===== config.mk =====
export PLATFORM = sky130hd
export DESIGN_NAME = neo_fix_fetch
export DESIGN_NICKNAME = d
export VERILOG_FILES = /design/src/rtl/neo_fix_pkg.sv /design/src/rtl/neo_fix_pixbuf.sv /design/src/rtl/neo_fix_fetch.sv
export SDC_FILE = /design/constraint.sdc
export NUM_CORES = 1
export LEC_CHECK = 0
export BUFFER_PORTS_ARGS = -buffer_cell sky130_fd_sc_hd__buf_2
export CAP_MARGIN = 20
export CORE_MARGIN = 10
export CORE_UTILIZATION = 61
export DETAILED_ROUTE_END_ITERATION = 12
export HOLD_SLACK_MARGIN = 0.03
export PLACE_DENSITY = 0.84
export SYNTH_ARGS = -nofsm -noshare
export SYNTH_HDL_FRONTEND = slang
export SYNTH_SLANG_ARGS = --single-unit

===== constraint.sdc =====
create_clock -name i_clk -period 9.4 [get_ports i_clk]
set_input_delay 1.88 -clock i_clk [delete_from_list [all_inputs] [get_ports i_clk]]
set_output_delay 1.88 -clock i_clk [all_outputs]
set_load 0.01 [all_outputs]

===== src/rtl/neo_fix_pkg.sv =====
// Shared types and S-ROM address layout for the NEO fix-layer tile fetcher.
// Word address is {bank, tile, line, half}; half selects pixels 0-3 or 4-7.
package neo_fix_pkg;

    localparam int SROM_AW  = 18;
    localparam int BANK_LSB = 16;
    localparam int TILE_LSB = 4;
    localparam int LINE_LSB = 1;

    typedef enum logic [1:0] {
        FIX_IDLE = 2'd0,
        FIX_RD0  = 2'd1,
        FIX_RD1  = 2'd2,
        FIX_DONE = 2'd3
    } FixState_e;

    typedef struct packed {
        logic [11:0] tile;
        logic [3:0]  pal;
        logic [1:0]  bank;
        logic [2:0]  line;
    } FixReq_t;

    function automatic logic [SROM_AW-1:0] fixWordAddr(
        input logic [1:0]  bank,
        input logic [11:0] tile,
        input logic [2:0]  line,
        input logic        half
    );
        logic [SROM_AW-1:0] addr;
        addr = (SROM_AW'(bank) << BANK_LSB)
             | (SROM_AW'(tile) << TILE_LSB)
             | (SROM_AW'(line) << LINE_LSB)
             | SROM_AW'(half);
        return addr;
    endfunction

endpackage


===== src/rtl/neo_fix_pixbuf.sv =====
// Output buffer for one fix tile line: 8 nibbles, palette and a pixel counter.
// Reports ready when empty or when the last pixel leaves this cycle, so a refill has no gap.
module neo_fix_pixbuf
    import neo_fix_pkg::*;
(
    input  logic        i_clk,
    input  logic        i_reset,
    input  logic        i_load,
    input  logic [31:0] i_loadData,
    input  logic [3:0]  i_loadPal,
    input  logic        i_pixEn,
    output logic [7:0]  o_pixOut,
    output logic        o_pixValid,
    output logic        o_ready
);

    logic [31:0] r_data;
    logic [3:0]  r_pal;
    logic [2:0]  r_cnt;
    logic        r_valid;

    logic        w_lastPix;
    logic [3:0]  w_nibble;

    assign w_lastPix = r_valid && i_pixEn && (r_cnt == 3'd7);
    assign w_nibble  = r_data[{r_cnt, 2'b00} +: 4];

    // A load always wins over the wrap so the next tile follows without a transparent pixel.
    always_ff @(posedge i_clk or posedge i_reset) begin
        if (i_reset) begin
            r_data  <= '0;
            r_pal   <= '0;
            r_cnt   <= '0;
            r_valid <= 1'b0;
        end else if (i_load) begin
            r_data  <= i_loadData;
            r_pal   <= i_loadPal;
            r_cnt   <= '0;
            r_valid <= 1'b1;
        end else if (r_valid && i_pixEn) begin
            r_cnt <= r_cnt + 3'd1;
            if (r_cnt == 3'd7) begin
                r_valid <= 1'b0;
            end
        end
    end

    // An empty buffer shows the last palette with colour 0, which the mixer treats as transparent.
    assign o_pixOut   = {r_pal, (r_valid ? w_nibble : 4'h0)};
    assign o_pixValid = r_valid;
    assign o_ready    = !r_valid || w_lastPix;

endmodule


===== src/rtl/neo_fix_fetch.sv =====
// Fix-layer tile fetcher: latches fix map requests, reads two S-ROM words per tile line
// over a req/ack handshake and hands the 8 pixels to a double-buffered output stage.
module neo_fix_fetch
    import neo_fix_pkg::*;
#(
    parameter int AW = SROM_AW
) (
    input  logic          i_clk,
    input  logic          i_reset,
    input  logic          i_tileStb,
    input  logic [11:0]   i_tile,
    input  logic [3:0]    i_pal,
    input  logic [1:0]    i_bank,
    input  logic [2:0]    i_line,
    output logic [AW-1:0] o_sromAddr,
    output logic          o_sromRd,
    input  logic          i_sromAck,
    input  logic [15:0]   i_sromData,
    input  logic          i_pixEn,
    output logic [7:0]    o_pixOut,
    output logic          o_pixValid,
    output logic          o_overrun
);

    FixReq_t     r_req;
    logic        r_pending;
    logic        r_overrun;

    FixState_e   r_state;
    logic        r_sromRd;
    logic [AW-1:0] r_sromAddr;
    logic [31:0] r_fetch;
    logic [3:0]  r_fetchPal;

    logic        w_take;
    logic        w_bufReady;
    logic        w_load;
    logic [AW-1:0] w_addrH0;

    assign w_take   = (r_state == FIX_IDLE) && r_pending;
    assign w_load   = (r_state == FIX_DONE) && w_bufReady;
    assign w_addrH0 = AW'(fixWordAddr(r_req.bank, r_req.tile, r_req.line, 1'b0));

    // A strobe landing on the edge where the old request is taken is not an overrun.
    always_ff @(posedge i_clk or posedge i_reset) begin
        if (i_reset) begin
            r_req     <= '0;
            r_pending <= 1'b0;
            r_overrun <= 1'b0;
        end else begin
            if (w_take) begin
                r_pending <= 1'b0;
            end
            if (i_tileStb) begin
                r_req.tile <= i_tile;
                r_req.pal  <= i_pal;
                r_req.bank <= i_bank;
                r_req.line <= i_line;
                r_pending  <= 1'b1;
                if (r_pending && !w_take) begin
                    r_overrun <= 1'b1;
                end
            end
        end
    end

    // The fetch buffer is only busy from RD0 to DONE, so IDLE implies it is free.
    // The address is frozen at launch; only the half bit flips, so a later strobe cannot disturb it.
    always_ff @(posedge i_clk or posedge i_reset) begin
        if (i_reset) begin
            r_state    <= FIX_IDLE;
            r_sromRd   <= 1'b0;
            r_sromAddr <= '0;
            r_fetch    <= '0;
            r_fetchPal <= '0;
        end else begin
            unique case (r_state)
                FIX_IDLE: begin
                    if (r_pending) begin
                        r_sromAddr <= w_addrH0;
                        r_sromRd   <= 1'b1;
                        r_fetchPal <= r_req.pal;
                        r_state    <= FIX_RD0;
                    end
                end
                FIX_RD0: begin
                    if (i_sromAck) begin
                        r_fetch[15:0] <= i_sromData;
                        r_sromAddr[0] <= 1'b1;
                        r_state       <= FIX_RD1;
                    end
                end
                FIX_RD1: begin
                    if (i_sromAck) begin
                        r_fetch[31:16] <= i_sromData;
                        r_sromRd       <= 1'b0;
                        r_state        <= FIX_DONE;
                    end
                end
                FIX_DONE: begin
                    if (w_bufReady) begin
                        r_state <= FIX_IDLE;
                    end
                end
                default: begin
                    r_state  <= FIX_IDLE;
                    r_sromRd <= 1'b0;
                end
            endcase
        end
    end

    neo_fix_pixbuf u_pixbuf (
        .i_clk      (i_clk),
        .i_reset    (i_reset),
        .i_load     (w_load),
        .i_loadData (r_fetch),
        .i_loadPal  (r_fetchPal),
        .i_pixEn    (i_pixEn),
        .o_pixOut   (o_pixOut),
        .o_pixValid (o_pixValid),
        .o_ready    (w_bufReady)
    );

    assign o_sromAddr = r_sromAddr;
    assign o_sromRd   = r_sromRd;
    assign o_overrun  = r_overrun;

endmodule


**After elaboration in Yosys (flattened, before gate mapping)**

Cells that the tools add are included.

- Input port bits: 42
- Register bits: 120
- Word-level logic and storage cells: 70
- Output and inout bits: 29

- Equality and inequality tests: 8
- Shift-type cells: 1
- Bitwise logic cells: 2
- Add/sub/neg operators: 1
- Reduce and logical (&&, ||, !) cells: 22
- Muxes and demuxes: 19

Operators with widths:

| operator | number |
|---|---|
| 32-bit by 6-bit indexed part select with 4-bit output | 1 |
| 18-bit by 16-bit bitwise OR with 18-bit output | 1 |
| 18-bit by 4-bit bitwise OR with 18-bit output | 1 |
| 2-bit AND reduction | 5 |
| 2-bit nonzero test | 5 |
| 1-bit 2-to-1 mux | 9 |
| 2-bit 2-to-1 mux | 4 |
| 2-bit inequality test (second input constant) | 4 |
| 2-bit one-hot mux with 4 select lines | 1 |
| 3-bit 2-to-1 mux | 2 |
| 3-bit AND reduction | 2 |
| 1-bit logical AND | 5 |
| 2-bit == test (second input constant) | 2 |
| 4-bit 2-to-1 mux | 1 |
| 1-bit one-hot mux with 2 select lines | 2 |
| 4-bit AND reduction | 1 |
| 3-bit by 1-bit adder with 3-bit output (second input constant) | 1 |
| 3-bit == test (second input constant) | 1 |
| 2-bit by 1-bit == test with 1-bit output (second input constant) | 1 |
| 1-bit logical NOT | 2 |
| 2-bit logical NOT | 1 |
| 1-bit logical OR | 1 |

**Depth between registers and ports, before layout**

- Depth after elaboration: 6
- Depth in mapped cells: 7
- Gate-level depth less buffers: 5

**By module**

Synthesis repeated with hierarchy kept, for this count alone.

- Cells, all modules: 305
- Area, all modules: 4,882.2 µm²

By module, submodules not included:

| module | times used | seq. area each (µm²) | cells an instance | area an instance (µm²) |
|---|---|---|---|---|
| neo_fix_fetch | 1 | 2,001.9 | 190 | 3,109.2 |
| neo_fix_pixbuf | 1 | 1,001.0 | 115 | 1,773.0 |

**Worst setup path before layout**

No wires, ideal clock.

- Path type: register to output
- From: register u_pixbuf.r_cnt[1]
- To: output port o_pixOut[0]
- Cell stages (with the launch flop): 5
- Buffers on the path: 1
- Setup slack: 6.222 ns
- Required time: 7.520 ns
- Data arrival time: 1.298 ns
- Cells stage by stage: dfrtp_1 -> buf_2 -> mux4_2 -> mux2i_1 -> nor2_1

- Word-level cells in the longest chain between the ends: 2

RTL lines:

| item | RTL line | text |
|---|---|---|
| from (decl) | neo_fix_pixbuf.sv:19 | `logic [2:0] r_cnt;` |
| from (signal assigned) | neo_fix_pixbuf.sv:41 | `r_cnt <= r_cnt + 3'd1;` |
| 32-bit by 6-bit indexed part select with 4-bit output | neo_fix_pixbuf.sv:26 | `assign w_nibble = r_data[{r_cnt, 2'b00} +: 4];` |
| 4-bit 2-to-1 mux | neo_fix_pixbuf.sv:49 | `assign o_pixOut = {r_pal, (r_valid ? w_nibble : 4'h0)};` |
| to (decl) | neo_fix_fetch.sv:20 | `output logic [7:0] o_pixOut,` |

Every way passes these cells.

**Worst setup path in the final report**

- From: register u_pixbuf.r_cnt[1]
- To: output port o_pixOut[3]

Same word-level chain as after synthesis.

==> out/summary.txt <==
status: finished, final reports clean
Die Area: 12000 um2
Root Driver: clkbuf_8
commonest cells after routing, fill and taps aside: dfrtp_1 (120), mux2_2 (104), buf_2 (70), clkbuf_16 (16)
WP data required: 7.52 ns
Layout area overhead: 20.1%
CTS tree: done
IO Pins: 71
first-pass GRT wire length: 15400 um
mean post-synth cell area: 16.1 um2
RePlAce Congestion: 0.713
Total GRT Usage: 0.165
Slew headroom: 0.346
Fmax: 0.243 GHz
worst endpoint data arrival time: 2.23 ns
Fill cells: 490
layout cells sized above 1: 0.579
XOR/XNOR Fraction of Synth Area: 0.00179
endpoint class of the critical path: output port
ant diodes: 0
design area: 5870 um2
std cell rows: 32
DR vias/cell: 5.65
Pwr per Cell Area: 354 nW/um2
WS Path Type: flip-flop to output port
largest family of logic cells by synthesized area: multiplexers
Hold Vio Cnt, Final: 0
final wirelength: 9320 um
placed cell count: 464
Layout Nets: 431
iteration-0 DRC count of the detailed router: 140
CTS Sinks: 120
post-synthesis mux area share: 0.306
synth top area cells: dfrtp_1 (61%), mux2_2 (24%), mux4_2 (3.7%)
clk slew on worst S/H paths: 0.06 ns
final setup violation count: 0
DRT Pass-1 Iters: 4
skew final: 0.00564 ns
Initial Utilization: 0.629
multi-input logic area: 1800 um2
Setup TNS: 0 ns
Post-DP HPWL: 6050 um
area share of fa/ha/maj cells after synthesis: 0.0179
Routed Antenna Nets: 0
top cell type's share of synthesized area: 0.614
pin count of the biggest net entering global routing: 69
Die H: 110 um
drt wl/cell: 18.8 um
FF/Latch Area: 3000 um2
antenna violations before repair: 1
post_cts resized: 0
YS warnings: 0
min Tclk post-route: 4.11 ns
PnR worst setup slack: 5.29 ns
post-place setup slack: 5.79 ns
WHS: 0.470 ns
Hold/Removal Path Class: flip-flop to flip-flop
total gr overflow: 0
number of global-route vias before repair: 3122
CTS Buf Count: 17
Compound-Gate Fraction of Synth Area: 0.0207
CORE AREA: 7770 um2
Final Max Tran Viols: 0
Post-CTS Setup Inserts: 0
Vias: 2801
hold buffers post-CTS: 0
distinct cell type count after synthesis: 24
Cell Area, Synth: 4890 um2
Worst-Skew Late Latency: 0.50 ns
sequential share of the synthesized area: 0.614
leading cell type in the layout, fill and taps excluded: dfrtp_1
chip width: 110 um
H-tree level count: 4
RSZ-0062 raised after global routing: false
Final period util: 0.437
Worst VDD drop: 0.190 mV
dominant cell type by area after synthesis: dfrtp_1
synthesized instance count: 304
Max-Cap Viols: 0
# port buffers: 70
static power due to leakage: 0.00272 uW
setup slack, reg-to-reg: 7.05 ns
post-synthesis net count: 353
Simple-Gate Fraction of Synth Area: 0.0192
DRC Markers: 0
Worst setup SP type: flip-flop
Yosys reg bits: 120
non-filler cells, final: 496
measured slew at the worst slew-check pin: 0.978 ns
clock buffer depth: 2
Cell Area, Placed: 5310 um2
CP max FO: 10
==> flip-flops by register name, indices dropped and copies added, names as in the netlist <==
name / flops
o_overrun: 1
o_sromAddr: 18
o_sromRd: 1
r_fetch: 32
r_fetchPal: 4
r_pending: 1
r_req: 21
r_state: 2
u_pixbuf.o_pixValid: 1
u_pixbuf.r_cnt: 3
u_pixbuf.r_data: 32
u_pixbuf.r_pal: 4
==> power breakdown <==
| part | leakage [uW] | switching (uW) | internal [uW] |
|---|---|---|---|
| combinational | 0.00102 | 254 | 366 |
| clock | 0.000260 | 233 | 350 |
| sequential | 0.00144 | 142 | 734 |
==> cell type report <==
type | count | area share
clock buffers | 17 | 0.0705
clock inverters | 14 | 0.0219
well taps | 102 | 0.0217
multi-input cells | 165 | 0.306
flip-flops and latches | 120 | 0.511
repair buffers | 72 | 0.0644
inverters | 6 | 0.00426
==> routing by layer <==
metal,up-vias,track usage,share of wire
met5,-,0,0.0014
met4,2,0.0539,0.013
met3,13,0.0784,0.085
met2,81,0.267,0.50
met1,1454,0.191,0.40
li1,1251,-,-
==> through the flow <==
stage	power, uW	util
after global routing	2200	0.756
after floorplan	1310	-
final	2080	0.756
after CTS	2100	0.753
after detailed placement	1500	0.683
after global placement	1460	0.683
==> path summary, 6_finish.rpt <==
check / from / end / depth (start not counted)
max: u_pixbuf.r_cnt[1] / o_pixOut[3] / 4
min in group asynchronous: i_reset / r_req[18] / 2
max in group asynchronous: i_reset / r_fetch[1] / 3
max reg2reg: u_pixbuf.r_cnt[1] / u_pixbuf.r_data[15] / 6
min reg2reg: o_overrun / o_overrun / 1
min: o_overrun / o_overrun / 1
==> kinds of logic (layout without fill, tap and decap cells) <==
family | count (synthesis) | after routing
xor gates and xnor gates | 1 | 1
adders and majority gates | 7 | 7
muxes | 123 | 123
and+or+nand+nor | 21 | 21
AOI/OAI and AO/OA | 13 | 13
DFF | 120 | 120
buffers and inverters | 19 | 109
==> Yosys cell counts <==
library cell	count
dfrtp_1	120
mux2_2	104
buf_2	8
mux4_2	8
nand2_1	8
ha_1	7
mux2_4	7
inv_1	6
nor2_1	6
a21oi_1	4
mux2i_1	4
nor2b_1	4
clkbuf_1	3
o21ai_0	3
buf_6	2
nand3_1	2
a2111oi_2	1
a211oi_1	1
a21boi_4	1
a21o_1	1
a2bb2oi_1	1
a31o_2	1
or2_2	1
xor2_1	1
==> critical path: stages, from the launching register on <==
cell	delay (ns)
dfrtp_1	0.73
mux4_2	0.59
mux2i_1	0.20
nor2_1	0.07
buf_2	0.14
(Power assumes the default switching activity.)
